$ cat src/rtl/riscv_pkg.sv
// Shared RV32I decode constants: opcodes, control encodings, ID/EX record
// and the immediate sign-extension helper.
package riscv_pkg;

  localparam logic [6:0] OP_LOAD   = 7'b0000011;
  localparam logic [6:0] OP_STORE  = 7'b0100011;
  localparam logic [6:0] OP_RTYPE  = 7'b0110011;
  localparam logic [6:0] OP_IALU   = 7'b0010011;
  localparam logic [6:0] OP_BRANCH = 7'b1100011;
  localparam logic [6:0] OP_JAL    = 7'b1101111;

  typedef enum logic [1:0] {
    RES_ALU = 2'b00,
    RES_MEM = 2'b01,
    RES_PC4 = 2'b10
  } result_src_e;

  typedef enum logic [2:0] {
    ALU_ADD = 3'b000,
    ALU_SUB = 3'b001,
    ALU_AND = 3'b010,
    ALU_OR  = 3'b011,
    ALU_SLT = 3'b101
  } alu_control_e;

  // IMM_NONE covers R-type and bubbles, whose immediate is forced to zero
  typedef enum logic [2:0] {
    IMM_I    = 3'b000,
    IMM_S    = 3'b001,
    IMM_B    = 3'b010,
    IMM_J    = 3'b011,
    IMM_NONE = 3'b100
  } imm_src_e;

  typedef struct packed {
    logic         reg_write;
    logic         mem_write;
    logic         jump;
    logic         branch;
    logic         alu_src;
    result_src_e  result_src;
    alu_control_e alu_control;
    logic [31:0]  rd1;
    logic [31:0]  rd2;
    logic [31:0]  imm_ext;
    logic [31:0]  pc;
    logic [31:0]  pc_plus4;
    logic [4:0]   rd;
    logic [4:0]   rs1;
    logic [4:0]   rs2;
  } id_ex_t;

  function automatic logic [31:0] imm_extend(input logic [31:0] instr,
                                             input imm_src_e  src);
    logic [31:0] imm;
    imm = '0;
    case (src)
      IMM_I:   imm = {{20{instr[31]}}, instr[31:20]};
      IMM_S:   imm = {{20{instr[31]}}, instr[31:25], instr[11:7]};
      IMM_B:   imm = {{20{instr[31]}}, instr[7], instr[30:25], instr[11:8], 1'b0};
      IMM_J:   imm = {{12{instr[31]}}, instr[19:12], instr[20], instr[30:21], 1'b0};
      default: imm = '0;
    endcase
    return imm;
  endfunction

endpackage

$ cat src/rtl/register_file.sv
// 32x32 register file: two combinational read ports with write bypass,
// one synchronous write port, synchronous active-high reset clearing all entries.
module register_file #(
  parameter int XLEN  = 32,
  parameter int NREGS = 32,
  localparam int AW   = $clog2(NREGS)
) (
  input  logic            clk,
  input  logic            rst,
  input  logic [AW-1:0]   a1,
  input  logic [AW-1:0]   a2,
  input  logic            we,
  input  logic [AW-1:0]   wa,
  input  logic [XLEN-1:0] wd,
  output logic [XLEN-1:0] rd1,
  output logic [XLEN-1:0] rd2
);

  logic [XLEN-1:0] regs_q [NREGS];
  logic [XLEN-1:0] regs_d [NREGS];
  logic            wr_en;

  assign wr_en = we && (wa != '0);

  // Next register contents: x0 is never written so it stays zero
  always_comb begin
    regs_d = regs_q;
    if (wr_en) regs_d[wa] = wd;
  end

  // Reset wins over any write landing on the same edge
  always_ff @(posedge clk) begin
    if (rst) regs_q <= '{default: '0};
    else     regs_q <= regs_d;
  end

  // Read ports return the in-flight writeback value so ID sees it this cycle
  always_comb begin
    rd1 = '0;
    rd2 = '0;
    if (a1 != '0) rd1 = (wr_en && (wa == a1)) ? wd : regs_q[a1];
    if (a2 != '0) rd2 = (wr_en && (wa == a2)) ? wd : regs_q[a2];
  end

endmodule

$ cat src/rtl/decode_cycle.sv
// RV32I decode stage with ID/EX pipeline register.
// Build option: define DECODE_ILLEGAL_FLAG_EN to add the registered IllegalE
// output flagging nonzero instructions with an unrecognised opcode.
module decode_cycle #(
  parameter int XLEN  = 32,
  parameter int NREGS = 32
) (
  input  logic            clk,
  input  logic            rst,
  input  logic [31:0]     InstrD,
  input  logic [XLEN-1:0] PCD,
  input  logic [XLEN-1:0] PCPlus4D,
  input  logic            RegWriteW,
  input  logic [4:0]      RdW,
  input  logic [XLEN-1:0] ResultW,
  input  logic            FlushE,
  output logic [4:0]      Rs1D,
  output logic [4:0]      Rs2D,
  output logic            RegWriteE,
  output logic            MemWriteE,
  output logic            JumpE,
  output logic            BranchE,
  output logic            ALUSrcE,
  output logic [1:0]      ResultSrcE,
  output logic [2:0]      ALUControlE,
  output logic [XLEN-1:0] RD1E,
  output logic [XLEN-1:0] RD2E,
  output logic [XLEN-1:0] ImmExtE,
  output logic [XLEN-1:0] PCE,
  output logic [XLEN-1:0] PCPlus4E,
  output logic [4:0]      RdE,
  output logic [4:0]      Rs1E,
`ifdef DECODE_ILLEGAL_FLAG_EN
  output logic            IllegalE,
`endif
  output logic [4:0]      Rs2E
);
  import riscv_pkg::*;

  logic [6:0]   opcode;
  logic [2:0]   funct3;
  logic         reg_write, mem_write, jump, branch, alu_src, listed;
  result_src_e  result_src;
  imm_src_e     imm_src;
  logic [1:0]   alu_op;
  alu_control_e alu_control;
  logic [XLEN-1:0] rd1, rd2;
  id_ex_t       id_ex_d, id_ex_q;

  assign opcode = InstrD[6:0];
  assign funct3 = InstrD[14:12];
  assign Rs1D   = InstrD[19:15];
  assign Rs2D   = InstrD[24:20];

  register_file #(.XLEN(XLEN), .NREGS(NREGS)) u_register_file (
    .clk (clk),
    .rst (rst),
    .a1  (Rs1D),
    .a2  (Rs2D),
    .we  (RegWriteW),
    .wa  (RdW),
    .wd  (ResultW),
    .rd1 (rd1),
    .rd2 (rd2)
  );

  // Main decoder; alu_op 00 = add, 01 = sub, 10 = use funct3/funct7
  always_comb begin
    reg_write  = 1'b0;
    mem_write  = 1'b0;
    jump       = 1'b0;
    branch     = 1'b0;
    alu_src    = 1'b0;
    result_src = RES_ALU;
    imm_src    = IMM_NONE;
    alu_op     = 2'b00;
    listed     = 1'b1;
    case (opcode)
      OP_LOAD:   begin reg_write = 1'b1; alu_src = 1'b1; result_src = RES_MEM; imm_src = IMM_I; end
      OP_STORE:  begin mem_write = 1'b1; alu_src = 1'b1; imm_src = IMM_S; end
      OP_RTYPE:  begin reg_write = 1'b1; alu_op = 2'b10; end
      OP_IALU:   begin reg_write = 1'b1; alu_src = 1'b1; imm_src = IMM_I; alu_op = 2'b10; end
      OP_BRANCH: begin branch = 1'b1; imm_src = IMM_B; alu_op = 2'b01; end
      OP_JAL:    begin reg_write = 1'b1; jump = 1'b1; result_src = RES_PC4; imm_src = IMM_J; end
      default:   listed = 1'b0;
    endcase
  end

  // ALU decoder; subtraction via funct7[5] only applies to R-type
  always_comb begin
    alu_control = ALU_ADD;
    if (alu_op == 2'b01) begin
      alu_control = ALU_SUB;
    end else if (alu_op == 2'b10) begin
      case (funct3)
        3'b000:  alu_control = (opcode[5] && InstrD[30]) ? ALU_SUB : ALU_ADD;
        3'b010:  alu_control = ALU_SLT;
        3'b110:  alu_control = ALU_OR;
        3'b111:  alu_control = ALU_AND;
        default: alu_control = ALU_ADD;
      endcase
    end
  end

  // Assemble the next ID/EX record; a flush turns it into an all-zero bubble
  always_comb begin
    id_ex_d = '0;
    if (!FlushE) begin
      id_ex_d.reg_write   = reg_write;
      id_ex_d.mem_write   = mem_write;
      id_ex_d.jump        = jump;
      id_ex_d.branch      = branch;
      id_ex_d.alu_src     = alu_src;
      id_ex_d.result_src  = result_src;
      id_ex_d.alu_control = alu_control;
      id_ex_d.rd1         = rd1;
      id_ex_d.rd2         = rd2;
      id_ex_d.imm_ext     = imm_extend(InstrD, imm_src);
      id_ex_d.pc          = PCD;
      id_ex_d.pc_plus4    = PCPlus4D;
      id_ex_d.rd          = InstrD[11:7];
      id_ex_d.rs1         = Rs1D;
      id_ex_d.rs2         = Rs2D;
    end
  end

  // ID/EX register; reset takes priority over flush
  always_ff @(posedge clk) begin
    if (rst) id_ex_q <= '0;
    else     id_ex_q <= id_ex_d;
  end

  assign RegWriteE   = id_ex_q.reg_write;
  assign MemWriteE   = id_ex_q.mem_write;
  assign JumpE       = id_ex_q.jump;
  assign BranchE     = id_ex_q.branch;
  assign ALUSrcE     = id_ex_q.alu_src;
  assign ResultSrcE  = id_ex_q.result_src;
  assign ALUControlE = id_ex_q.alu_control;
  assign RD1E        = id_ex_q.rd1;
  assign RD2E        = id_ex_q.rd2;
  assign ImmExtE     = id_ex_q.imm_ext;
  assign PCE         = id_ex_q.pc;
  assign PCPlus4E    = id_ex_q.pc_plus4;
  assign RdE         = id_ex_q.rd;
  assign Rs1E        = id_ex_q.rs1;
  assign Rs2E        = id_ex_q.rs2;

`ifdef DECODE_ILLEGAL_FLAG_EN
  logic illegal_d, illegal_q;

  // Flag unrecognised opcodes, but not the all-zero instruction
  always_comb begin
    illegal_d = !listed && (InstrD != 32'd0) && !FlushE;
  end

  // Illegal flag travels with the rest of the ID/EX record
  always_ff @(posedge clk) begin
    if (rst) illegal_q <= 1'b0;
    else     illegal_q <= illegal_d;
  end

  assign IllegalE = illegal_q;
`else
  logic unused_listed;
  assign unused_listed = listed;
`endif

endmodule
$ cat config.mk
export PLATFORM = sky130hd
export DESIGN_NAME = decode_cycle
export DESIGN_NICKNAME = d
export VERILOG_FILES = /design/src/rtl/riscv_pkg.sv /design/src/rtl/register_file.sv /design/src/rtl/decode_cycle.sv
export SDC_FILE = /design/constraint.sdc
export NUM_CORES = 2
export LEC_CHECK = 0
export BUFFER_PORTS_ARGS = -buffer_cell sky130_fd_sc_hd__buf_2
export CELL_PAD_IN_SITES_DETAIL_PLACEMENT = 1
export CELL_PAD_IN_SITES_GLOBAL_PLACEMENT = 2
export CORE_MARGIN = 5
export CORE_UTILIZATION = 40
export CTS_CLUSTER_DIAMETER = 100
export CTS_CLUSTER_SIZE = 40
export DETAILED_ROUTE_END_ITERATION = 7
export PLACE_DENSITY = 0.82
export SLEW_MARGIN = 25
export SYNTH_ARGS = -nofsm -noshare
export SYNTH_HDL_FRONTEND = slang
export SYNTH_SLANG_ARGS = --single-unit
export TNS_END_PERCENT = 1
$ cat constraint.sdc
create_clock -name clk -period 4.2 [get_ports clk]
set_clock_uncertainty 0.1 [all_clocks]
set_input_delay 0.63 -clock clk [delete_from_list [all_inputs] [get_ports clk]]
set_output_delay 0.63 -clock clk [all_outputs]
set_load 0.05 [all_outputs]
# ---- Word-level counts from Yosys, hierarchy flattened
# Cells that the tools add are included.
dict set report totals {
  register_bits 1209
  latch_bits 0
  mem_bits_rw 0
  rom_bits 0
  in_bits 137
  output_inout_bits 195
  word_cells 116
  mem_count 0
}
dict set report classes {
  add_sub_neg 0
  multipliers 0
  n_div 0
  n_lt_le_gt_ge 4
  n_eq_ne 16
  shift 0
  n_mux 24
  bitwise 6
  reduce_logical 18
}
# op count
set op_table {}
lappend op_table {{bitwise mux 1024 bit} 1}
lappend op_table {{binary-select mux 32 bit (select 5 bit)} 2}
lappend op_table {{two-way mux 32 bit} 7}
lappend op_table {{demux 32 bit (select 5 bit)} 1}
lappend op_table {{one-hot mux 32 bit (4 select lines)} 1}
lappend op_table {{one-hot mux 3 bit (4 select lines)} 2}
lappend op_table {{greater-or-equal comparator 6 bit (second input constant)} 3}
lappend op_table {{NOT 5 -> 6 bit} 3}
lappend op_table {{nonzero test 5 bit} 3}
lappend op_table {{equality test 7 x 6 -> 1 bit (second input constant)} 2}
lappend op_table {{equality test 7 bit (second input constant)} 2}
lappend op_table {{equality test 5 bit} 2}
lappend op_table {{equality test 3 x 2 -> 1 bit (second input constant)} 3}
lappend op_table {{OR reduction 3 bit} 3}
lappend op_table {{two-way mux 1 bit} 8}
lappend op_table {{one-hot mux 2 bit (2 select lines)} 2}
lappend op_table {{OR reduction 4 bit} 2}
lappend op_table {{equality test 7 x 2 -> 1 bit (second input constant)} 1}
lappend op_table {{equality test 7 x 5 -> 1 bit (second input constant)} 1}
lappend op_table {{equality test 3 bit (second input constant)} 2}
lappend op_table {{logical NOT 3 bit} 2}
lappend op_table {{less-than comparator 6 x 1 -> 1 bit (second input constant)} 1}
lappend op_table {{OR reduction 2 bit} 3}
lappend op_table {{logical AND 1 bit} 5}
lappend op_table {{other kinds (4)} 6}

# ---- Logic depth before layout (Yosys ltp)
dict set report logic_depth {
  word_depth 6
  ltp_mapped 9
}

# ---- Modules after synthesis
# A second synthesis with hierarchy kept.
dict set report unflattened {
  hier_cells 6661
  area_unflattened_um2 58033.2
}
# mod n_inst cells_per_inst area_each_um2 seq_area_each_um2
set modules_own_cells {}
lappend modules_own_cells {register_file 1 6236 52998.3 20499.7}
lappend modules_own_cells {decode_cycle 1 425 5034.8 3483.3}

# ---- Least setup slack after synthesis
# Ideal clock, no wire load.
dict set report synth_timing {
  kind {input to register}
  startpoint {input InstrD[21]}
  endpoint {register id_ex_q, in the netlist RD2E[10]}
  setup_time_ns 0.120
  arrival_time_ns 2.400
  required_time_ns 3.980
  setup_slack_ns 1.581
  path_stages 8
  path_buffers 4
  cell_sequence {buf_2 > buf_2 > buf_2 > clkbuf_1 > mux4_2 > a22oi_1 > a21oi_1 > a211o_1}
}
dict set report synth_between {
  elab_chain_cells 5
}
# element line_no
set synth_lines {}
lappend synth_lines {{from (decl)} decode_cycle.sv:10} ;# input logic [31:0] InstrD,
lappend synth_lines {{NOT 5 -> 6 bit (implied by the code)} register_file.sv:42} ;# if (a2 != '0) rd2 = (wr_en && (wa == a2)) ? wd : regs_q[a2];
lappend synth_lines {{binary-select mux 32 bit (select 5 bit)} register_file.sv:42}
lappend synth_lines {{two-way mux 32 bit (implied by the code) (2 in series)} register_file.sv:42}
lappend synth_lines {{two-way mux 32 bit} register_file.sv:42}
lappend synth_lines {{to (signal assigned)} decode_cycle.sv:130} ;# else id_ex_q <= id_ex_d;
lappend synth_lines {{to (decl)} decode_cycle.sv:48} ;# id_ex_t id_ex_d, id_ex_q;
# Parallel ways exist; a longest one is shown, timed or not. The select of a mux whose other input is x is not followed.
# A chain may end at the register's enable or synchronous reset.

# ---- Worst setup path in the final report
dict set report layout_timing {
  startpoint {input InstrD[24]}
  endpoint {register id_ex_q, in the netlist RD2E[8]}
}
# Same word-level chain as after synthesis.

==> flow_metrics.tcl <==
set metrics [dict create \
    die_area_um2 151000 \
    synth_fp_nets 6602 \
    combinationalPowerShare_pct 11.2 \
    layout_min_cycle_time_ns 2.94 \
    ir_drop_mv 0.364 \
    power_w 0.0207 \
    synth_cell_types 44 \
    core_um2 142000 \
    rows 138 \
    finalSetupViolCount 0 \
    antenna_found_initial 19 \
    highest_layer "met5" \
    cts-root-buf "clkbuf_16" \
    hp-class "input pin to register" \
    switching_power_w 0.00615 \
    drt_first_pass_iters 5 \
    synthToLayoutAreaGrowth_pct 10.3 \
    cp-start-kind "input pin" \
    wl_met2_mm 117 \
    outcome "finished, final reports clean" \
    synth_common_cells "2036 x nand2_1, 1198 x dfxtp_1, 1070 x a21oi_1, 519 x clkbuf_1, 384 x mux4_2" \
    final.setup.tns_ns 0 \
    ys.flop_type "dfxtp_1" \
    grt_pass1_wl_mm 360 \
    ys_seq_elements 1198 \
    cap_violations 0 \
    synthDominantCellAreaShare_pct 41.9 \
    port_buffers 331 \
    rsz0062_at_grt "false" \
    yosysTopAreaCell "dfxtp_1" \
    regArea_um2 24000 \
    nFillCells 16287 \
    grt_overflow 0 \
    grt_pass1_vias 51887 \
    synth.most_common_cell "nand2_1" \
    max_freq_mhz 340 \
    worstSetupPathType "input pin to register" \
    slew-limit-headroom_pct 26.7 \
    leakage_nw 21.7 \
    grt_use_total_pct 31.7 \
    die_w_um 388 \
    tritoncts "built" \
    wl_per_cell_um 30.0 \
    multiInputGateArea_um2 30700 \
    worstSkewPairLatency_ns 0.72 \
    nNetsFinal 6530 \
    clock_sinks 1198 \
    clk_path_buf_depth 3 \
    numCtsBuffers 46 \
    pwr-share-clk_pct 32.9 \
    seqPwrFrac_pct 55.9 \
    worst-path-max-fanout 28 \
    cp.arrival_ns 3.52 \
    end_kind "register" \
    drc_errors 0 \
    internal-power_w 0.0146 \
    hold_viol_final 0 \
    power_density_nw_per_um2 328 \
    io_pins 332 \
    drive_gt1_share_pct 16.3 \
    tightest_slew_ns 1.10 \
    wl_met3_mm 20.6 \
    synth_edf_count 0 \
    p_sw_share_pct 29.7 \
    dpl.hpwl_mm 151 \
    routed-via-count 51673 \
    finalMaxSlewViolations 0 \
    initial_core_util_pct 40.3 \
    clk_pin_slew_worst_paths_ns 0.14 \
    yosysSeqAreaShare_pct 41.9 \
    wirelength_mm 250 \
    ant_nets 0 \
    cp.required_ns 4.78 \
    gp_congestion 0.865 \
    drt_first_iter_violations 5303 \
    cts-htree-levels 2 \
    synth_area_per_cell_um2 8.85 \
    fin_crit_sh_pct 70.0 \
    met1_length_mm 102 \
    grt_start_max_net_pins 183 \
    netlist_instances 6465 \
    async_reset_ff_share_pct 0 \
    drt-vias-per-instance 6.21 \
    yosys_warnings 0 \
    die_height_um 388 \
    syn-cell-area_um2 57200 \
    synth_area_leaders "dfxtp_1 42%, mux4_2 15%, nand2_1 13%" \
]
cells in the final DEF, fill, tap and decap left out, types with 4 or more instances in the layout:
cell type,instances
and2_1,75
a21oi_1,1070
nor3_1,6
dlygate4sd3_1,71
or2_2,4
nand2_1,2005
a22oi_1,68
a211oi_1,128
nand3_1,7
buf_2,322
clkinvlp_4,4
diode_2,7
nand2_4,8
dfxtp_1,1198
o21bai_1,65
o31ai_4,5
a221oi_1,128
inv_16,4
nand2_2,23
nor2b_1,96
inv_12,5
mux2i_1,320
inv_8,5
nor2_1,29
clkinv_8,7
buf_4,126
clkbuf_16,47
xnor2_1,10
buf_8,5
a211o_1,64
buf_12,42
mux4_2,384
nor2_4,34
nor4_1,5
inv_1,12
timing repair:
| item | in CTS | in global routing |
|---|---|---|
| hold endpoints to repair | 70 | 0 |
| setup endpoints to repair | 0 | 0 |
| buffers inserted | 0 | 0 |
| hold buffers | 71 | 0 |
| gates resized for setup | 0 | 0 |
state kept, by name, summed over array words and instances (netlist names):
register,flops
ALUControlE,3
RdE,5
MemWriteE,1
PCE,32
BranchE,1
Rs1E,5
JumpE,1
PCPlus4E,32
RD1E,32
RegWriteE,1
Rs2E,5
ImmExtE,21
ALUSrcE,1
ResultSrcE,2
RD2E,32
u_register_file.regs_q,1024
path summary, 6_finish.rpt:
check / startpoint / endpoint / slack (ns) / cells after the start
max: InstrD[24] / RD2E[8] / 1.26 / 8
min: PCPlus4D[10] / PCPlus4E[10] / 0.04 / 2
max reg2reg: u_register_file.regs_q[907] / RD2E[11] / 1.98 / 6
min reg2reg: u_register_file.regs_q[421] / u_register_file.regs_q[421] / 0.38 / 2
cell type report:
| type | instances | area share, % |
|---|---|---|
| flip-flops and latches | 1198 | 38.0 |
| clock inverters | 33 | 0.813 |
| well taps | 1890 | 3.75 |
| diodes | 7 | 0.0278 |
| inverters | 14 | 0.0833 |
| multi-input cells | 4562 | 48.7 |
| repair buffers | 571 | 6.73 |
| clock buffers | 49 | 1.89 |
metal layers:
metal | vias to the layer above | GRT usage [%]
met1 | 26676 | 42.2
li1 | 22286 | -
met5 | - | 0.447
met2 | 2245 | 52.3
met3 | 454 | 5.29
met4 | 12 | 11.0
power groups by stage:
stage | sequential (W) | clock, W | combinational [W]
CTS | 0.0116 | 0.00689 | 0.00229
floorplan | 0.0120 | 0 | 0.00126
finish | 0.0116 | 0.00680 | 0.00232
global route | 0.0116 | 0.00724 | 0.00241
global placement | 0.0118 | 0 | 0.00221
detailed placement | 0.0118 | 0 | 0.00223
critical path, stage by stage:
cell and delay [ns]:
buf_6 0.18, buf_4 0.51, inv_2 0.56, buf_4 0.38
a221oi_1 0.34, a22oi_1 0.15, a21oi_1 0.55, a211o_1 0.18
cells by family after synthesis:
kind of cell	after synthesis	share of synthesized area, %
compound gates	1533	15.9
xor+xnor	10	0.153
buf+inv	705	5.16
flops	1198	41.9
mux	704	20.7
simple gates	2315	16.2
per-stage QoR:
step | hold WS [ns] | util, % | setup slack (ns) | cells | instance area (um^2)
after floorplan | 0.343 | - | 1.58 | 6465 | 57200
after global placement | 0.348 | 42.7 | 0.713 | 8163 | 60600
after detailed placement | 0.359 | 42.7 | 0.672 | 8164 | 60700
after CTS | 0.000571 | 44.4 | 1.43 | 8317 | 63100
after global routing | 0.0263 | 44.5 | 1.27 | 8318 | 63100
final | 0.0440 | 44.5 | 1.26 | 8324 | 63100
Note: power is estimated with default switching activity, not from simulation.
